<file path="src/rtl/ptr_seq_pkg.sv">
// ----------------------------------------------------------------------------
// ptr_seq_pkg
//   Shared definitions for pointer_sequencer: opcode width and encodings,
//   FSM state encoding, the registered strobe bank layout and the helper that
//   maps an FSM state onto the strobe values the pointer pair sees in that
//   state's cycle.
//   Optional feature macro: PTR_SEQ_DP_INC_EN (makes opcode 7 = MEM_DP_INC).
// ----------------------------------------------------------------------------
package ptr_seq_pkg;

    localparam int OP_W = 3;

    localparam logic [OP_W-1:0] OP_NOP      = 3'd0;
    localparam logic [OP_W-1:0] OP_FETCH    = 3'd1;
    localparam logic [OP_W-1:0] OP_LOAD_DP  = 3'd2;
    localparam logic [OP_W-1:0] OP_JUMP     = 3'd3;
    localparam logic [OP_W-1:0] OP_SWAP     = 3'd4;
    localparam logic [OP_W-1:0] OP_MEM_DP   = 3'd5;
    localparam logic [OP_W-1:0] OP_STORE_DP = 3'd6;
    localparam logic [OP_W-1:0] OP_DP_INC   = 3'd7;

    // One state per distinct op cycle. JUMP has its own load states because
    // its high-byte cycle continues into a swap instead of finishing.
    typedef enum logic [3:0] {
        ST_IDLE = 4'd0,
        ST_NOP  = 4'd1,   // single idle-like op cycle
        ST_F    = 4'd2,   // FETCH
        ST_LL   = 4'd3,   // LOAD_DP low byte
        ST_LH   = 4'd4,   // LOAD_DP high byte (final)
        ST_JLL  = 4'd5,   // JUMP low byte
        ST_JLH  = 4'd6,   // JUMP high byte
        ST_SW   = 4'd7,   // role swap (SWAP, tail of JUMP)
        ST_M    = 4'd8,   // MEM_DP
        ST_RL   = 4'd9,   // STORE_DP low byte
        ST_RH   = 4'd10,  // STORE_DP high byte
        ST_S1   = 4'd11,  // MEM_DP_INC: DP on address bus, then swap
        ST_C    = 4'd12,  // MEM_DP_INC: increment (old DP is IP now), swap back
        ST_S2   = 4'd13,  // MEM_DP_INC: finish
        ST_ERR  = 4'd14   // illegal op
    } state_t;

    // Registered strobe bank; strobes toward the pair are kept active-low so
    // the outputs come straight from flops.
    typedef struct packed {
        logic n_we_l;
        logic n_we_h;
        logic n_oe_addr_ip;
        logic n_oe_addr_dp;
        logic n_oe_dl;
        logic n_oe_dh;
        logic cnt;
        logic byte_sel;
        logic done;
        logic err;
    } strobe_t;

    localparam strobe_t STROBE_IDLE = '{
        n_we_l:       1'b1,
        n_we_h:       1'b1,
        n_oe_addr_ip: 1'b1,
        n_oe_addr_dp: 1'b1,
        n_oe_dl:      1'b1,
        n_oe_dh:      1'b1,
        cnt:          1'b0,
        byte_sel:     1'b0,
        done:         1'b0,
        err:          1'b0
    };

    // Strobe values driven during the cycle spent in state s.
    function automatic strobe_t state_strobes(input state_t s);
        strobe_t o;
        o = STROBE_IDLE;
        case (s)
            ST_NOP: begin
                o.done = 1'b1;
            end
            ST_F: begin
                o.n_oe_addr_ip = 1'b0;
                o.cnt          = 1'b1;
                o.done         = 1'b1;
            end
            ST_LL, ST_JLL: begin
                o.n_we_l   = 1'b0;
                o.byte_sel = 1'b0;
            end
            ST_LH: begin
                o.n_we_h   = 1'b0;
                o.byte_sel = 1'b1;
                o.done     = 1'b1;
            end
            ST_JLH: begin
                o.n_we_h   = 1'b0;
                o.byte_sel = 1'b1;
            end
            ST_SW: begin
                o.done = 1'b1;
            end
            ST_M: begin
                o.n_oe_addr_dp = 1'b0;
                o.done         = 1'b1;
            end
            ST_RL: begin
                o.n_oe_dl  = 1'b0;
                o.byte_sel = 1'b0;
            end
            ST_RH: begin
                o.n_oe_dh  = 1'b0;
                o.byte_sel = 1'b1;
                o.done     = 1'b1;
            end
            ST_S1: begin
                o.n_oe_addr_dp = 1'b0;
            end
            ST_C: begin
                o.cnt = 1'b1;
            end
            ST_S2: begin
                o.done = 1'b1;
            end
            ST_ERR: begin
                o.err  = 1'b1;
                o.done = 1'b1;
            end
            default: begin
                o = STROBE_IDLE;
            end
        endcase
        return o;
    endfunction

endpackage

</file>
<file path="src/rtl/pointer_sequencer.sv">
// ----------------------------------------------------------------------------
// pointer_sequencer
//   Control FSM for one IP/DP pointer pair. Takes one op at a time over a
//   valid/ready handshake and drives the pair's active-low strobes, its
//   increment enable and the IP/DP role selector. The selector lives here, so
//   a swap is one cycle and moves no data.
//
//   Optional feature macro: PTR_SEQ_DP_INC_EN
//     defined   : op 7 = MEM_DP_INC (DP on address bus, DP+1, roles unchanged)
//     undefined : op 7 is illegal -> one cycle with err and done
//
// Ports
//   clk            in   rising-edge clock
//   rst            in   asynchronous active-high reset
//   req_valid      in   op request valid
//   req_op         in   opcode, taken when req_valid & req_ready
//   req_ready      out  high only while idle (combinational from state)
//   done           out  pulse in the final cycle of an op
//   byte_sel       out  byte the pair moves this cycle (0 low, 1 high)
//   err            out  pulse when an illegal op is taken
//   n_we_l/n_we_h  out  DP low/high byte write, active low
//   n_oe_addr_ip   out  IP onto address bus, active low
//   n_oe_addr_dp   out  DP onto address bus, active low
//   n_oe_dl/n_oe_dh out DP low/high byte onto data bus, active low
//   cnt            out  IP increment enable
//   selector       out  IP/DP role swap
// ----------------------------------------------------------------------------
module pointer_sequencer
    import ptr_seq_pkg::*;
(
    input  logic            clk,
    input  logic            rst,
    input  logic            req_valid,
    input  logic [OP_W-1:0] req_op,
    output logic            req_ready,
    output logic            done,
    output logic            byte_sel,
    output logic            err,
    output logic            n_we_l,
    output logic            n_we_h,
    output logic            n_oe_addr_ip,
    output logic            n_oe_addr_dp,
    output logic            n_oe_dl,
    output logic            n_oe_dh,
    output logic            cnt,
    output logic            selector
);

    state_t  state_r;
    state_t  state_nx_s;
    strobe_t strb_r;
    strobe_t strb_nx_s;
    logic    sel_r;

    // Next-state logic: IDLE dispatches on the opcode, multi-cycle ops walk
    // their chain, every final state (and any unexpected code) returns to IDLE.
    always_comb begin
        state_nx_s = ST_IDLE;
        case (state_r)
            ST_IDLE: begin
                if (req_valid) begin
                    case (req_op)
                        OP_NOP:      state_nx_s = ST_NOP;
                        OP_FETCH:    state_nx_s = ST_F;
                        OP_LOAD_DP:  state_nx_s = ST_LL;
                        OP_JUMP:     state_nx_s = ST_JLL;
                        OP_SWAP:     state_nx_s = ST_SW;
                        OP_MEM_DP:   state_nx_s = ST_M;
                        OP_STORE_DP: state_nx_s = ST_RL;
`ifdef PTR_SEQ_DP_INC_EN
                        OP_DP_INC:   state_nx_s = ST_S1;
`else
                        OP_DP_INC:   state_nx_s = ST_ERR;
`endif
                        default:     state_nx_s = ST_ERR;
                    endcase
                end else begin
                    state_nx_s = ST_IDLE;
                end
            end
            ST_LL:   state_nx_s = ST_LH;
            ST_JLL:  state_nx_s = ST_JLH;
            ST_JLH:  state_nx_s = ST_SW;
            ST_RL:   state_nx_s = ST_RH;
            ST_S1:   state_nx_s = ST_C;
            ST_C:    state_nx_s = ST_S2;
            default: state_nx_s = ST_IDLE;
        endcase
    end

    // Strobes are decoded from the state being entered so that the flops
    // present them for exactly the cycle spent in that state.
    always_comb begin
        strb_nx_s = state_strobes(state_nx_s);
    end

    // FSM state register.
    always_ff @(posedge clk or posedge rst) begin
        if (rst) begin
            state_r <= ST_IDLE;
        end else begin
            state_r <= state_nx_s;
        end
    end

    // Output strobe bank; reset releases every strobe.
    always_ff @(posedge clk or posedge rst) begin
        if (rst) begin
            strb_r <= STROBE_IDLE;
        end else begin
            strb_r <= strb_nx_s;
        end
    end

    // Role selector: flips on the edge that leaves a swap cycle. MEM_DP_INC
    // swaps twice so the increment hits the old DP while roles end unchanged.
    always_ff @(posedge clk or posedge rst) begin
        if (rst) begin
            sel_r <= 1'b0;
        end else if ((state_r == ST_SW) || (state_r == ST_S1) || (state_r == ST_C)) begin
            sel_r <= ~sel_r;
        end else begin
            sel_r <= sel_r;
        end
    end

    assign req_ready    = (state_r == ST_IDLE);
    assign done         = strb_r.done;
    assign byte_sel     = strb_r.byte_sel;
    assign err          = strb_r.err;
    assign n_we_l       = strb_r.n_we_l;
    assign n_we_h       = strb_r.n_we_h;
    assign n_oe_addr_ip = strb_r.n_oe_addr_ip;
    assign n_oe_addr_dp = strb_r.n_oe_addr_dp;
    assign n_oe_dl      = strb_r.n_oe_dl;
    assign n_oe_dh      = strb_r.n_oe_dh;
    assign cnt          = strb_r.cnt;
    assign selector     = sel_r;

endmodule

</file>
<file path="config.mk">
export PLATFORM = sky130hd
export DESIGN_NAME = pointer_sequencer
export DESIGN_NICKNAME = d
export VERILOG_FILES = /design/src/rtl/ptr_seq_pkg.sv /design/src/rtl/pointer_sequencer.sv
export SDC_FILE = /design/constraint.sdc
export NUM_CORES = 1
export LEC_CHECK = 0
export CORE_AREA = 2 2 45 47
export DETAILED_ROUTE_END_ITERATION = 6
export DIE_AREA = 0 0 47 49
export PLACE_DENSITY = 0.78
export SLEW_MARGIN = 15
export SYNTH_ARGS = -nofsm -noshare
export SYNTH_HDL_FRONTEND = slang
export SYNTH_SLANG_ARGS = --single-unit
</file>
<file path="constraint.sdc">
create_clock -name clk -period 1.95 [get_ports clk]
set_clock_uncertainty 0.1 [all_clocks]
set_input_delay 0.4875 -clock clk [delete_from_list [all_inputs] [get_ports clk]]
set_output_delay 0.4875 -clock clk [all_outputs]
set_load 0.02 [all_outputs]
</file>
==> results.md <==
- Number of synthesized flops with an enable pin: 0
- Post-layout nets: 117
- Drt pass-1 iters: 4
- Via count of the first global-routing pass: 621
- DRT antenna net count: 0
- Antenna violations before repair: 0
- Endpoint arrival time on the critical path: 1.90 ns
- Max rail drop VDD: 0.000677 V
- Global-route wire length before repair: 2710 um
- Starting density of the core: 44.9%
- Total number of vias: 652
- Commonest cells in the synthesized netlist: sky130_fd_sc_hd__dfrtp_1, sky130_fd_sc_hd__inv_1, sky130_fd_sc_hd__nand2_1
- Pwr/cell area: 1480 mW/mm^2
- Most repeated cell in the gate-level netlist after synthesis: sky130_fd_sc_hd__dfrtp_1
- Worst Path Required: 2.00 ns
- Top-Level Pins: 18
- Post-synth top flop: sky130_fd_sc_hd__dfrtp_1
- H-tree level count: 1
- Max reg flops: 4
- Startpoint type of the worst setup path: register
- Largest cells by area after synthesis: sky130_fd_sc_hd__dfrtp_1, sky130_fd_sc_hd__dfstp_2, sky130_fd_sc_hd__ha_1, sky130_fd_sc_hd__xnor2_1, sky130_fd_sc_hd__buf_6
- Relative slew margins: 64.2%
- Async set-or-reset flop fraction in the synthesized netlist: 100%
- Worst Hold Margin: 0.370 ns
- Std cell rows: 16
- Fin. Hold Viols: 0
- Final routed wirelength across all metal layers: 1590 um
- Count of unresolved DRC violations after routing: 0
- Die H: 49 um
- Number of unique standard cell types used by synthesis: 29
- Sequential share of the synthesized area: 46.3%
- Number of standard cells after synthesis: 77
- Post-placement setup slack: -0.544 ns
- Clock transition at the registers of the reported paths: 0.08 ns
- Result of the run: finished, final reports clean
- Core Footprint: 0.00184 sq mm
- Placer congestion estimate: 0.868
- Routed via count divided by cell count: 4.87
- Overall fraction of global-route tracks in use: 16.1%
- Fraction of final layout cells with drive strength greater than 1: 38.3%
- Cell taking the most area after synthesis: sky130_fd_sc_hd__dfrtp_1
- Die Outline Area: 0.00230 sq mm
- Count of input and output buffers: 17
- Crit. End Element: register
- Actual transition at the worst max-transition pin: 0.536 ns
- Syn. warnings: 0
- Most flops, register: state_r
- Final number of setup-violating endpoints: 0
- Number of hold buffers added after CTS: 0
- Number of buffers on the longest clock path: 2
- Syn Nets: 86
- Inserted Clock Buffers: 3
- Achievable frequency: 0.539 GHz
- Total negative slack: 0 ns
- Class of the most critical setup path: reg2reg
- Largest net degree at the start of global routing: 16
- HPWL after detailed placement: 1240 um
- Die width: 47 um
- Initial drt markers: 9
- Clock tree from TritonCTS: yes
- Share of the synthesized area in the top cell type: 27.2%
- Skew-Pair Late Insertion Delay: 0.27 ns
- Kind of path behind the tightest hold check: reg2reg
- Reported max-cap violation count: 0
- Routed wire length per instance: 11.9 um
- Post-layout minimum cycle time: 1.86 ns
- Final worst path period share: 95.2%
- Setup slack of the critical path after layout: 0.0937 ns
- Setup repair after global routing missed its margin: yes
- Overflow after GRT: 0
- Number of clock sinks: 15
- Count of pins over their slew limit: 0
- Area growth from synthesis to final layout: 38.7%
- P_leak: 0.509 nW
- Synthesized cell area: 827 sq um
- Flip-flop and latch count after synthesis: 15
- Syn avg cell area: 10.7 sq um
- Maximum fanout encountered on the critical timing path: 4
- Cell at the root of the clock tree: sky130_fd_sc_hd__clkbuf_4
- Number of diodes added for antenna fixing: 0
## cell type report
class / count / area, sq um
Fill cell: 161 / 694
Multi-Input combinational cell: 52 / 427
Sequential cell: 15 / 383
Timing Repair Buffer: 29 / 251
Tap cell: 27 / 33.8
Clock buffer: 4 / 26.3
Inverter: 7 / 26.3
## where the power goes
group | leakage (nW) | switching [mW] | internal, mW
registers | 0.181 | 0.0410 | 0.440
clock network | 0.0150 | 0.0837 | 0.0791
logic | 0.313 | 0.569 | 0.481
total | 0.509 | 0.694 | 1.00
## placed cells by master, fill, tap and decap left out, types with 2 or more instances in the layout
| cell | synthesis | final |
|---|---|---|
| sky130_fd_sc_hd__dfstp_2 | 6 | 6 |
| sky130_fd_sc_hd__inv_2 | 0 | 3 |
| sky130_fd_sc_hd__clkdlybuf4s50_1 | 0 | 6 |
| sky130_fd_sc_hd__dfrtp_1 | 9 | 9 |
| sky130_fd_sc_hd__nand3_1 | 3 | 3 |
| sky130_fd_sc_hd__clkbuf_4 | 0 | 3 |
| sky130_fd_sc_hd__inv_1 | 7 | 4 |
| sky130_fd_sc_hd__dlygate4sd2_1 | 0 | 7 |
| sky130_fd_sc_hd__nand3b_1 | 4 | 4 |
| sky130_fd_sc_hd__nor2_1 | 5 | 4 |
| sky130_fd_sc_hd__nor3_1 | 3 | 3 |
| sky130_fd_sc_hd__nor2b_1 | 3 | 2 |
| sky130_fd_sc_hd__a21oi_2 | 1 | 2 |
| sky130_fd_sc_hd__ha_1 | 3 | 2 |
| sky130_fd_sc_hd__nand2_1 | 7 | 7 |
| sky130_fd_sc_hd__o21ai_0 | 3 | 2 |
| sky130_fd_sc_hd__buf_6 | 3 | 2 |
| sky130_fd_sc_hd__xnor2_1 | 4 | 3 |
| sky130_fd_sc_hd__buf_4 | 0 | 10 |
| sky130_fd_sc_hd__xor2_1 | 2 | 2 |
## layer usage
| layer | GRT usage [%] | vias up | part of all wire (%) |
|---|---|---|---|
| met2 | 26.7 | 20 | 53 |
| met4 | 4.17 | 0 | 0.94 |
| li1 | - | 316 | - |
| met3 | 3.33 | 2 | 3.7 |
| met1 | 20.7 | 314 | 42 |
| met5 | 0 | - | 0 |
## logic make-up (layout without fill, tap and decap cells)
group	count (synthesis)	after routing	share of synthesized area [%]
fa+ha+maj	3	3	4.54
flops	15	15	46.3
simple gates	31	31	23.0
compound gates	11	11	11.3
mux	1	1	1.21
buf+inv	10	40	7.26
xor+xnor	6	6	6.35
## final timing paths
kind | slack, ns | startpoint | endpoint | depth (start not counted)
setup / recovery | 0.09 | state_r[0] | done | 7
hold / removal | 0.37 | selector | selector | 1
setup reg to reg | 0.09 | state_r[0] | done | 7
hold reg to reg | 0.37 | selector | selector | 1
max in group asynchronous | 0.92 | rst | n_oe_dh | 2
min in group asynchronous | 0.45 | rst | err | 2
## what timing repair did
item	4_1_cts	5_1_grt
resized for setup	22	10
pin swaps	3	5
hold endpoints to repair	0	0
cloned	0	0
setup endpoints to repair	16	7
buffers inserted	1	1
## critical path: stages, from the launching register on
cell and delay, ns:
sky130_fd_sc_hd__dfrtp_1 0.39, sky130_fd_sc_hd__or2_4 0.25, sky130_fd_sc_hd__buf_4 0.15, sky130_fd_sc_hd__nor3b_1 0.23, sky130_fd_sc_hd__a21oi_2 0.13, sky130_fd_sc_hd__nor2b_2 0.19, sky130_fd_sc_hd__a31oi_1 0.18, sky130_fd_sc_hd__o211ai_1 0.11
## per-stage QoR
| stage | area [sq um] | power, mW | util, % | instances |
|---|---|---|---|---|
| floorplan | 827 | 1.12 | - | 77 |
| global placement | 1070 | 1.43 | 58.2 | 128 |
| finish | 1150 | 1.69 | 62.3 | 134 |
| global route | 1150 | 1.82 | 62.3 | 134 |
| CTS | 1120 | 1.64 | 60.7 | 133 |
| detailed placement | 1070 | 1.47 | 58.2 | 128 |
No activity file was read; power rests on OpenSTA's default activity.
